[config.mk]
export PLATFORM = sky130hd
export DESIGN_NAME = pipelined_decoder_flat
export DESIGN_NICKNAME = d
export VERILOG_FILES = /design/src/rtl/core19_pkg.sv /design/src/rtl/pipelined_decoder_if.sv /design/src/rtl/pipelined_decoder_decode_lut.sv /design/src/rtl/pipelined_decoder.sv /design/src/flat_wrapper.sv
export SDC_FILE = /design/constraint.sdc
export NUM_CORES = 1
export LEC_CHECK = 0
export BUFFER_PORTS_ARGS = -buffer_cell sky130_fd_sc_hd__buf_2
export CAP_MARGIN = 10
export CORE_ASPECT_RATIO = 0.7
export CORE_MARGIN = 2
export CORE_UTILIZATION = 53
export CTS_BUF_LIST = sky130_fd_sc_hd__clkbuf_16
export DETAILED_ROUTE_END_ITERATION = 8
export PLACE_DENSITY = 0.93
export SYNTH_ARGS = -nofsm -noshare
export SYNTH_HDL_FRONTEND = slang
export SYNTH_SLANG_ARGS = --single-unit
[constraint.sdc]
create_clock -name clk -period 5.7 [get_ports clk]
set_input_delay 0.285 -clock clk [delete_from_list [all_inputs] [get_ports clk]]
set_output_delay 0.285 -clock clk [all_outputs]
set_load 0.02 [all_outputs]
[src/rtl/core19_pkg.sv]
// Shared definitions for the 19-bit core: opcodes, control bundle and decoder states.
package core19_pkg;

  localparam int OPC_W = 5;

  localparam logic [OPC_W-1:0] OP_ADD = 5'b00000;
  localparam logic [OPC_W-1:0] OP_SUB = 5'b00001;
  localparam logic [OPC_W-1:0] OP_AND = 5'b00010;
  localparam logic [OPC_W-1:0] OP_OR  = 5'b00011;
  localparam logic [OPC_W-1:0] OP_ADC = 5'b00100;
  localparam logic [OPC_W-1:0] OP_SBC = 5'b00101;
  localparam logic [OPC_W-1:0] OP_XOR = 5'b00110;
  localparam logic [OPC_W-1:0] OP_SHL = 5'b00111;
  localparam logic [OPC_W-1:0] OP_SHR = 5'b01000;
  localparam logic [OPC_W-1:0] OP_NOT = 5'b01001;
  localparam logic [OPC_W-1:0] OP_JMP = 5'b01010;
  localparam logic [OPC_W-1:0] OP_BEQ = 5'b01011;
  localparam logic [OPC_W-1:0] OP_BNE = 5'b01100;
  localparam logic [OPC_W-1:0] OP_LD  = 5'b01111;
  localparam logic [OPC_W-1:0] OP_ST  = 5'b10000;

  typedef struct packed {
    logic [OPC_W-1:0] alu_ctrl;
    logic             pc_src;
    logic             reg_c;
    logic             sbsc;
    logic             reg_we;
    logic             c_we;
    logic             mem_we;
    logic             dc;
    logic             dldm;
    logic             jmp;
  } ctrl_t;

  typedef enum logic [1:0] {
    RUN   = 2'd0,
    MEM   = 2'd1,
    FLUSH = 2'd2
  } state_t;

endpackage

[src/rtl/pipelined_decoder_if.sv]
// Fetch-side and execute-side handshake plus the registered control bundle.
interface pipelined_decoder_if #(
  parameter int INSTR_W = 19,
  parameter int FLAG_W  = 4
);
  logic               in_valid;
  logic               in_ready;
  logic [INSTR_W-1:0] instr;
  logic [FLAG_W-1:0]  flag;
  logic               out_valid;
  logic               out_ready;
  logic [4:0]         alu_ctrl;
  logic               pc_src;
  logic               reg_c;
  logic               sbsc;
  logic               reg_we;
  logic               c_we;
  logic               mem_we;
  logic               dc;
  logic               dldm;
  logic               jmp;
  logic               flush;
  logic               illegal;

  modport master (
    output in_valid, instr, flag, out_ready,
    input  in_ready, out_valid, alu_ctrl, pc_src, reg_c, sbsc, reg_we,
           c_we, mem_we, dc, dldm, jmp, flush, illegal
  );

  modport slave (
    input  in_valid, instr, flag, out_ready,
    output in_ready, out_valid, alu_ctrl, pc_src, reg_c, sbsc, reg_we,
           c_we, mem_we, dc, dldm, jmp, flush, illegal
  );
endinterface

[src/rtl/pipelined_decoder_decode_lut.sv]
// Combinational opcode decode. LD/ST write strobes are reported as their final-cycle value.
module decode_lut
  import core19_pkg::*;
(
  input  logic [OPC_W-1:0] opcode,
  input  logic             zero,
  output ctrl_t            ctrl,
  output logic             illegal,
  output logic             is_mem
);

  always_comb begin
    ctrl    = '0;
    illegal = 1'b0;
    is_mem  = 1'b0;
    case (opcode)
      OP_ADD, OP_SUB, OP_AND, OP_OR, OP_XOR, OP_SHL, OP_SHR, OP_NOT: begin
        ctrl.alu_ctrl = opcode;
        ctrl.reg_we   = 1'b1;
      end
      OP_ADC, OP_SBC: begin
        ctrl.alu_ctrl = opcode;
        ctrl.reg_c    = 1'b1;
        ctrl.sbsc     = 1'b1;
        ctrl.reg_we   = 1'b1;
      end
      OP_LD: begin
        ctrl.alu_ctrl = OP_LD;
        ctrl.dldm     = 1'b1;
        ctrl.reg_we   = 1'b1;
        is_mem        = 1'b1;
      end
      OP_ST: begin
        ctrl.alu_ctrl = OP_ST;
        ctrl.sbsc     = 1'b1;
        ctrl.dldm     = 1'b1;
        ctrl.mem_we   = 1'b1;
        is_mem        = 1'b1;
      end
      OP_BEQ, OP_BNE: begin
        // both branches share the compare ALU operation
        ctrl.alu_ctrl = OP_BEQ;
        ctrl.sbsc     = 1'b1;
        ctrl.dldm     = 1'b1;
        ctrl.pc_src   = (opcode == OP_BEQ) ? zero : !zero;
      end
      OP_JMP: begin
        ctrl.alu_ctrl = OP_JMP;
        ctrl.sbsc     = 1'b1;
        ctrl.dldm     = 1'b1;
        ctrl.pc_src   = 1'b1;
        ctrl.jmp      = 1'b1;
      end
      default: illegal = 1'b1;
    endcase
  end

endmodule

[src/rtl/pipelined_decoder.sv]
// Registered, handshaked instruction decoder with LD/ST wait sequencing and branch flush.
//   state | meaning
//   RUN   | normal decode, one bundle per accept
//   MEM   | LD/ST occupying the output stage until the final-cycle strobe is taken
//   FLUSH | one cycle after a taken branch/JMP; offered instruction is dropped
module pipelined_decoder
  import core19_pkg::*;
#(
  parameter int INSTR_W = 19,
  parameter int FLAG_W  = 4,
  parameter int MEM_LAT = 2
) (
  input logic               clk,
  input logic               rst_n,
  pipelined_decoder_if.slave bus
);

  localparam int              CNT_W    = (MEM_LAT > 1) ? $clog2(MEM_LAT) : 1;
  localparam logic [CNT_W-1:0] CNT_LOAD = CNT_W'(MEM_LAT - 1);

  state_t           state;
  logic [CNT_W-1:0] cnt;
  logic             run_en;
  logic             mem_st;
  ctrl_t            ctrl_q;
  logic             out_valid_q;
  logic             flush_q;
  logic             illegal_q;

  ctrl_t lut_ctrl;
  ctrl_t accept_ctrl;
  logic  lut_illegal;
  logic  lut_mem;
  logic  in_ready;
  logic  accept;
  logic  unused_bits;

  decode_lut u_lut (
    .opcode  (bus.instr[INSTR_W-1 -: OPC_W]),
    .zero    (bus.flag[FLAG_W-1]),
    .ctrl    (lut_ctrl),
    .illegal (lut_illegal),
    .is_mem  (lut_mem)
  );

  assign unused_bits = ^{bus.instr, bus.flag};

  // run_en keeps in_ready low until the first edge after reset release
  assign in_ready = run_en && ((state == FLUSH) ||
                               ((state == RUN) && (!out_valid_q || bus.out_ready)));
  assign accept   = bus.in_valid && in_ready;

  always_comb begin
    accept_ctrl = lut_ctrl;
    if (lut_mem && (CNT_LOAD != '0)) begin
      accept_ctrl.reg_we = 1'b0;
      accept_ctrl.mem_we = 1'b0;
    end
  end

  always_ff @(posedge clk or negedge rst_n) begin
    if (!rst_n) begin
      state       <= RUN;
      cnt         <= '0;
      run_en      <= 1'b0;
      mem_st      <= 1'b0;
      ctrl_q      <= '0;
      out_valid_q <= 1'b0;
      flush_q     <= 1'b0;
      illegal_q   <= 1'b0;
    end else begin
      run_en  <= 1'b1;
      flush_q <= 1'b0;
      case (state)
        RUN: begin
          if (accept) begin
            ctrl_q      <= accept_ctrl;
            illegal_q   <= lut_illegal;
            out_valid_q <= 1'b1;
            if (lut_mem) begin
              state  <= MEM;
              cnt    <= CNT_LOAD;
              mem_st <= lut_ctrl.mem_we;
            end else if (lut_ctrl.pc_src) begin
              state   <= FLUSH;
              flush_q <= 1'b1;
            end
          end else if (bus.out_ready) begin
            out_valid_q <= 1'b0;
            ctrl_q      <= '0;
            illegal_q   <= 1'b0;
          end
        end
        MEM: begin
          if (cnt != '0) begin
            cnt <= cnt - 1'b1;
            if (cnt == CNT_W'(1)) begin
              if (mem_st) ctrl_q.mem_we <= 1'b1;
              else        ctrl_q.reg_we <= 1'b1;
            end
          end else if (bus.out_ready) begin
            state       <= RUN;
            out_valid_q <= 1'b0;
            ctrl_q      <= '0;
            illegal_q   <= 1'b0;
          end
        end
        FLUSH: begin
          state <= RUN;
          if (bus.out_ready) begin
            out_valid_q <= 1'b0;
            ctrl_q      <= '0;
            illegal_q   <= 1'b0;
          end
        end
        default: state <= RUN;
      endcase
    end
  end

  assign bus.in_ready  = in_ready;
  assign bus.out_valid = out_valid_q;
  assign bus.alu_ctrl  = ctrl_q.alu_ctrl;
  assign bus.pc_src    = ctrl_q.pc_src;
  assign bus.reg_c     = ctrl_q.reg_c;
  assign bus.sbsc      = ctrl_q.sbsc;
  assign bus.reg_we    = ctrl_q.reg_we;
  assign bus.c_we      = ctrl_q.c_we;
  assign bus.mem_we    = ctrl_q.mem_we;
  assign bus.dc        = ctrl_q.dc;
  assign bus.dldm      = ctrl_q.dldm;
  assign bus.jmp       = ctrl_q.jmp;
  assign bus.flush     = flush_q;
  assign bus.illegal   = illegal_q;

endmodule

[src/flat_wrapper.sv]
// flat-port wrapper written by rule: the top's interface ports become plain ports
module pipelined_decoder_flat import core19_pkg::*;
#(
  parameter int INSTR_W = 19,
  parameter int FLAG_W  = 4,
  parameter int MEM_LAT = 2
)
  (clk, rst_n, bus_in_valid, bus_instr, bus_flag, bus_out_ready, bus_in_ready, bus_out_valid, bus_alu_ctrl, bus_pc_src, bus_reg_c, bus_sbsc, bus_reg_we, bus_c_we, bus_mem_we, bus_dc, bus_dldm, bus_jmp, bus_flush, bus_illegal);
  pipelined_decoder_if #(.INSTR_W(INSTR_W), .FLAG_W(FLAG_W)) bus_i ();
  input logic clk;
  input logic rst_n;
  input wire logic [$bits(bus_i.in_valid)-1:0] bus_in_valid;
  input wire logic [$bits(bus_i.instr)-1:0] bus_instr;
  input wire logic [$bits(bus_i.flag)-1:0] bus_flag;
  input wire logic [$bits(bus_i.out_ready)-1:0] bus_out_ready;
  output wire logic [$bits(bus_i.in_ready)-1:0] bus_in_ready;
  output wire logic [$bits(bus_i.out_valid)-1:0] bus_out_valid;
  output wire logic [$bits(bus_i.alu_ctrl)-1:0] bus_alu_ctrl;
  output wire logic [$bits(bus_i.pc_src)-1:0] bus_pc_src;
  output wire logic [$bits(bus_i.reg_c)-1:0] bus_reg_c;
  output wire logic [$bits(bus_i.sbsc)-1:0] bus_sbsc;
  output wire logic [$bits(bus_i.reg_we)-1:0] bus_reg_we;
  output wire logic [$bits(bus_i.c_we)-1:0] bus_c_we;
  output wire logic [$bits(bus_i.mem_we)-1:0] bus_mem_we;
  output wire logic [$bits(bus_i.dc)-1:0] bus_dc;
  output wire logic [$bits(bus_i.dldm)-1:0] bus_dldm;
  output wire logic [$bits(bus_i.jmp)-1:0] bus_jmp;
  output wire logic [$bits(bus_i.flush)-1:0] bus_flush;
  output wire logic [$bits(bus_i.illegal)-1:0] bus_illegal;
  assign bus_i.in_valid = bus_in_valid;
  assign bus_i.instr = bus_instr;
  assign bus_i.flag = bus_flag;
  assign bus_i.out_ready = bus_out_ready;
  assign bus_in_ready = bus_i.in_ready;
  assign bus_out_valid = bus_i.out_valid;
  assign bus_alu_ctrl = bus_i.alu_ctrl;
  assign bus_pc_src = bus_i.pc_src;
  assign bus_reg_c = bus_i.reg_c;
  assign bus_sbsc = bus_i.sbsc;
  assign bus_reg_we = bus_i.reg_we;
  assign bus_c_we = bus_i.c_we;
  assign bus_mem_we = bus_i.mem_we;
  assign bus_dc = bus_i.dc;
  assign bus_dldm = bus_i.dldm;
  assign bus_jmp = bus_i.jmp;
  assign bus_flush = bus_i.flush;
  assign bus_illegal = bus_i.illegal;
  pipelined_decoder #(.INSTR_W(INSTR_W), .FLAG_W(FLAG_W), .MEM_LAT(MEM_LAT)) u_core (.clk(clk), .rst_n(rst_n), .bus(bus_i));
endmodule
* Yosys cells after proc, flatten, opt, wreduce, memory -nomap -nowiden *
Cells that the tools add are included.

cells by class
  reduce and logical (&&, ||, !) cells = 25
  add/sub/neg operators = 1
  multiplexer cells = 45
  equality and inequality tests = 23

operators by type and width
  kind                                            count
  case mux 14 bit (3 select lines)                1
  == test 5 x 4 -> 1 bit (second input constant)  6
  2-to-1 mux 1 bit                                29
  2-to-1 mux 14 bit                               2
  case mux 5 bit (5 select lines)                 1
  == test 5 x 3 -> 1 bit (second input constant)  4
  OR reduction 15 bit                             1
  OR reduction 11 bit                             1
  == test 5 x 2 -> 1 bit (second input constant)  2
  2-to-1 mux 2 bit                                5
  OR reduction 10 bit                             1
  2-to-1 mux 8 bit                                1
  != test 3 bit (second input constant)           2
  case mux 1 bit (3 select lines)                 2
  AND reduction 2 bit                             3
  AND reduction 3 bit                             2
  OR reduction 2 bit                              3
  OR reduction 6 bit                              1
  == test 5 x 1 -> 1 bit (second input constant)  1
  == test 5 bit (second input constant)           1
  logical NOT 5 bit                               1
  OR reduction 5 bit                              1
  != test 2 x 1 -> 1 bit (second input constant)  2
  != test 2 bit (second input constant)           2
  14 further kinds                                19

storage, ports and cells
  bits of input ports = 27
  output and inout port bits = 18
  bits in registers = 22
  logic and storage cells = 111

* Logic depth before layout (Yosys ltp) *
  depth in word-level cells = 8
  gate-level depth with buffers = 8
  mapped depth without buffers = 6

* Modules after synthesis *
From an unflattened synthesis, not the netlist that was laid out.

second synthesis, totals
  cell total of the unflattened synthesis = 153
  area, all modules = 1482.7 um^2

modules (own cells, without submodules)
  module             cells an instance  times used  area an instance (um^2)  seq. area each (um^2)
  pipelined_decoder  107                1           1188.6                   550.5
  decode_lut         46                 1           294.0                    0.0

* Worst setup path before layout *
OpenSTA, ideal clock, no wires.

  path type = register to register
  start = register u_core.state[0]
  end = register u_core.ctrl_q, in the netlist u_core.bus.jmp
  path slack = 3.785 ns
  data required time = 5.633 ns
  library setup time = 0.067 ns
  period minus slack after synthesis = 1.915 ns
  stages on the path, launching flop included = 9
  arrival time = 1.848 ns
  path buffers = 2
  cell sequence = dfrtp_1 -> inv_1 -> ha_1 -> or3b_4 -> and4_1 -> clkbuf_1 -> o21ai_2 -> buf_4 -> a22o_1

between the ends
  cells in the longest elaborated chain, start to end = 7
  elaborated cells on any way between the ends = 12
  those cells by class = eq/ne: 3; mux: 2; reduce/logical: 7

RTL lines
  element                           line                                              text
  start, declared                   pipelined_decoder.sv:21                           state_t state;
  start signal, assigned            pipelined_decoder.sv:63                           state <= RUN;
  start signal, assigned            pipelined_decoder.sv:81                           state <= MEM;
  start signal, assigned            pipelined_decoder.sv:85                           state <= FLUSH;
  logical NOT 2 bit                 pipelined_decoder.sv:50, pipelined_decoder.sv:74
  logical AND 1 bit                 pipelined_decoder.sv:50                           ((state == RUN) && (!out_valid_q || bus.out_ready)));
  logical OR 1 bit                  pipelined_decoder.sv:49                           assign in_ready = run_en && ((state == FLUSH) ||
  logical AND 1 bit                 pipelined_decoder.sv:49
  logical AND 1 bit                 pipelined_decoder.sv:51                           assign accept = bus.in_valid && in_ready;
  2-to-1 mux 14 bit                 pipelined_decoder.sv:76                           if (accept) begin
  case mux 14 bit (3 select lines)  pipelined_decoder.sv:74                           case (state)
  end signal, assigned              pipelined_decoder.sv:77                           ctrl_q <= accept_ctrl;
  end, declared                     pipelined_decoder.sv:25                           ctrl_t ctrl_q;

Parallel ways exist; a longest one is shown, timed or not.
A chain may end at the register's enable or synchronous reset.

* Final worst setup path *
  start = register u_core.state[0]
  end = register u_core.ctrl_q, in the netlist u_core.bus.alu_ctrl[4]

Same word-level chain as after synthesis.

==> results.yml <==
timing:
  fin_skew_ns: 0.002899
  whs_ns: -0.01302
  fin_crit_ns: 2.238
  slew_headroom: 0.5345
  tightest_slew_ns: 0.6923
  finalHoldViolCount: 22
  drv_slew: 0
  final.setup.tns_ns: 0
  finalCritPeriodShare: 0.3926
  max_freq_mhz: 446.9
  rsz0062_at_grt: "no"
  setup_viol: 0
logic_synthesis:
  synth_cell_type_count: 48
  syn_area_per_cell_sq_um: 9.475
  async_reset_ff_frac: 1.000
  synth_area_sq_mm: 0.001308
  synthCells: 138
  synth_enable_flop_cells: 0
  synth_seq_area_share: 0.4211
  synth_seq_cells: 22
  syn_nets: 169
  yosys_warnings: 0
  ys.flop_type: "dfrtp_1"
drt:
  drc: 0
  firstDrtPassIters: 5
  routed_via_density: 6.041
  drt-initial-drc-count: 103
  ant_nets: 0
  via_count: 1184
  routedWlPerCell_um: 15.44
  wirelength_um: 3027
finish:
  n_antenna_cell: 0
  fin_util: 0.6333
  largest_register_ffs: 5
  fin_cells: 196
  area_growth_pct: 16.36
  drive_gt1_frac: 0.2346
  nets: 194
cts:
  clk_latency_ns: 0.25
  cts_resized: 0
  clock-sinks: 22
  htreeDepth: 1
  cts_root_buf: "clkbuf_16"
  clkTransAtPathRegs_ns: 0.06
  ctsHoldBuffers: 0
  cts_inserted_buffers: 3
  postCtsSetupRepairBufs: 0
  cts_buffer_depth: 2
  cts_tree: "built"
grt:
  grt_pass1_wl_um: 4905
  grt_max_degree: 23
  antenna_found_initial: 0
  grt_pass1_vias: 1040
  grt-ovfl-total: 0
  grt_use_total: 0.2220
run_status:
  violations: "hold timing"
  outcome: "finished with violations"
min_path:
  hold_path_class: "in2async"
power:
  combPwrFrac: 0.428
  switching_share: 0.4037
  p_per_area_mw_per_mm2: 407.3
  p_leak_nw: 0.7445
  clockPowerShare: 0.238
  p_seq_frac: 0.334
  ir_drop_v: 0.0002134
  power.total_mw: 0.6197
  p_sw_mw: 0.2502
  internal_power_mw: 0.3695
die:
  fp.coreArea_sq_mm: 0.002402
  ios: 45
  die_w_um: 63.37
  initial_core_util: 0.5443
  fp.dieH_um: 45.56
  rows: 15
  dieArea_sq_mm: 0.002887
placed_design:
  portBuffers: 27
  placed_cells: 192
  hpwl_um: 2164
  place.gp.congestion: 0.9355
run:
  drv_cap: 0
worst_setup_path:
  arrival_ns: 2.43
  worstPathMaxFanout: 12
  worstSetupPathType: "reg2reg"
  critPathCaptureType: "flop"
  cp.required_ns: 5.89
  start_kind: "flop"
## power by group through the flow
stage	Combinational, mW	Clock (mW)	Sequential, mW
floorplan	0.179	0	0.225
global placement	0.249	0	0.206
detailed placement	0.258	0	0.208
CTS	0.261	0.149	0.206
global route	0.292	0.156	0.210
finish	0.265	0.147	0.207
## per-stage QoR
stage                     worst slack [ns]  instance area [sq um]
after detailed placement             3.540                   1443
after global placement               3.609                   1443
final                                3.462                   1521
after global routing                 3.363                   1521
after floorplan                      3.785                   1308
after CTS                            3.510                   1521
## cell type report
type	count	area [sq um]
fillers	199	880.8
multi-input cells	101	684.4
flip-flops and latches	22	550.5
repair buffers	27	135.1
clock buffers	3	75.07
well taps	34	42.54
inverters	8	30.03
clock inverters	1	3.754
## cells by family after synthesis
kind of cell | after synthesis | share of synthesized area
AND/OR/NAND/NOR | 52 | 0.2287
AO/OA/AOI/OAI | 41 | 0.2335
flip-flops | 22 | 0.4211
buffers and inverters | 15 | 0.05550
adder cells (fa/ha/maj) | 4 | 0.03828
XOR/XNOR | 3 | 0.02010
other | 1 | 0.002868
## cells in the mapped netlist (3+ instances only)
| master | count | area (sq um) |
|---|---|---|
| o2bb2ai_1 | 5 | 43.79 |
| nand2b_1 | 4 | 25.02 |
| o211ai_1 | 3 | 22.52 |
| nand2_1 | 14 | 52.55 |
| nor2_1 | 9 | 33.78 |
| o21ai_0 | 8 | 40.04 |
| nand3_1 | 3 | 15.01 |
| dfrtp_1 | 22 | 550.5 |
| inv_1 | 8 | 30.03 |
| ha_1 | 4 | 50.05 |
| and2_1 | 3 | 18.77 |
| clkbuf_1 | 3 | 11.26 |
| nor3_1 | 4 | 20.02 |
| a22o_1 | 4 | 35.03 |
## worst max-delay path: stages, from the launching register on
cell and delay, ns:
dfrtp_1 0.42, inv_1 0.09, ha_1 0.24, or3b_4 0.41, and4_1 0.28, o21ai_2 0.50
a22o_1 0.23
## layer usage
metal | track usage | vias to the layer above | part of all wire
met5 | 0 | - | 0
met4 | 0.06087 | 0 | 0.017
met3 | 0.06683 | 11 | 0.085
met2 | 0.3579 | 65 | 0.45
met1 | 0.2964 | 554 | 0.45
li1 | - | 554 | -
## path summary, 6_finish.rpt
| check | start | end | slack [ns] | cells past startpoint |
|---|---|---|---|---|
| max reg2reg | u_core.state[0]$_DFFE_PN0P_ | u_core.bus.alu_ctrl[4]$_DFFE_PN0P_ | 3.46 | 6 |
| min in group clk | bus_out_ready | u_core.bus.out_valid$_DFFE_PN0P_ | 0.36 | 4 |
| min reg2reg | u_core.bus.c_we$_DFFE_PN0P_ | u_core.bus.c_we$_DFFE_PN0P_ | 0.49 | 1 |
| max | u_core.state[0]$_DFFE_PN0P_ | u_core.bus.alu_ctrl[4]$_DFFE_PN0P_ | 3.46 | 6 |
| max in group asynchronous | rst_n | u_core.cnt$_DFFE_PN0P_ | 5.39 | 1 |
| min | rst_n | u_core.bus.alu_ctrl[3]$_DFFE_PN0P_ | -0.01 | 1 |
## cell usage in the layout (no fill, tap or decap), types with 2 or more instances in the layout
| cell type | count |
|---|---|
| buf_2 | 27 |
| dfrtp_1 | 22 |
| nand2_1 | 14 |
| nor2_1 | 9 |
| inv_1 | 8 |
| o21ai_0 | 8 |
| o2bb2ai_1 | 5 |
| nor3_1 | 4 |
| nand2b_1 | 4 |
| a22o_1 | 4 |
| ha_1 | 4 |
| and2_1 | 3 |
| nand3_1 | 3 |
| o211ai_1 | 3 |
| clkbuf_16 | 3 |
| and2b_2 | 2 |
| o31ai_1 | 2 |
| nand4_1 | 2 |
| a21oi_1 | 2 |
| xnor2_1 | 2 |
| a31oi_1 | 2 |
| o22ai_1 | 2 |
| a32oi_1 | 2 |
| a32o_1 | 2 |
No activity file was read; power rests on OpenSTA's default activity.
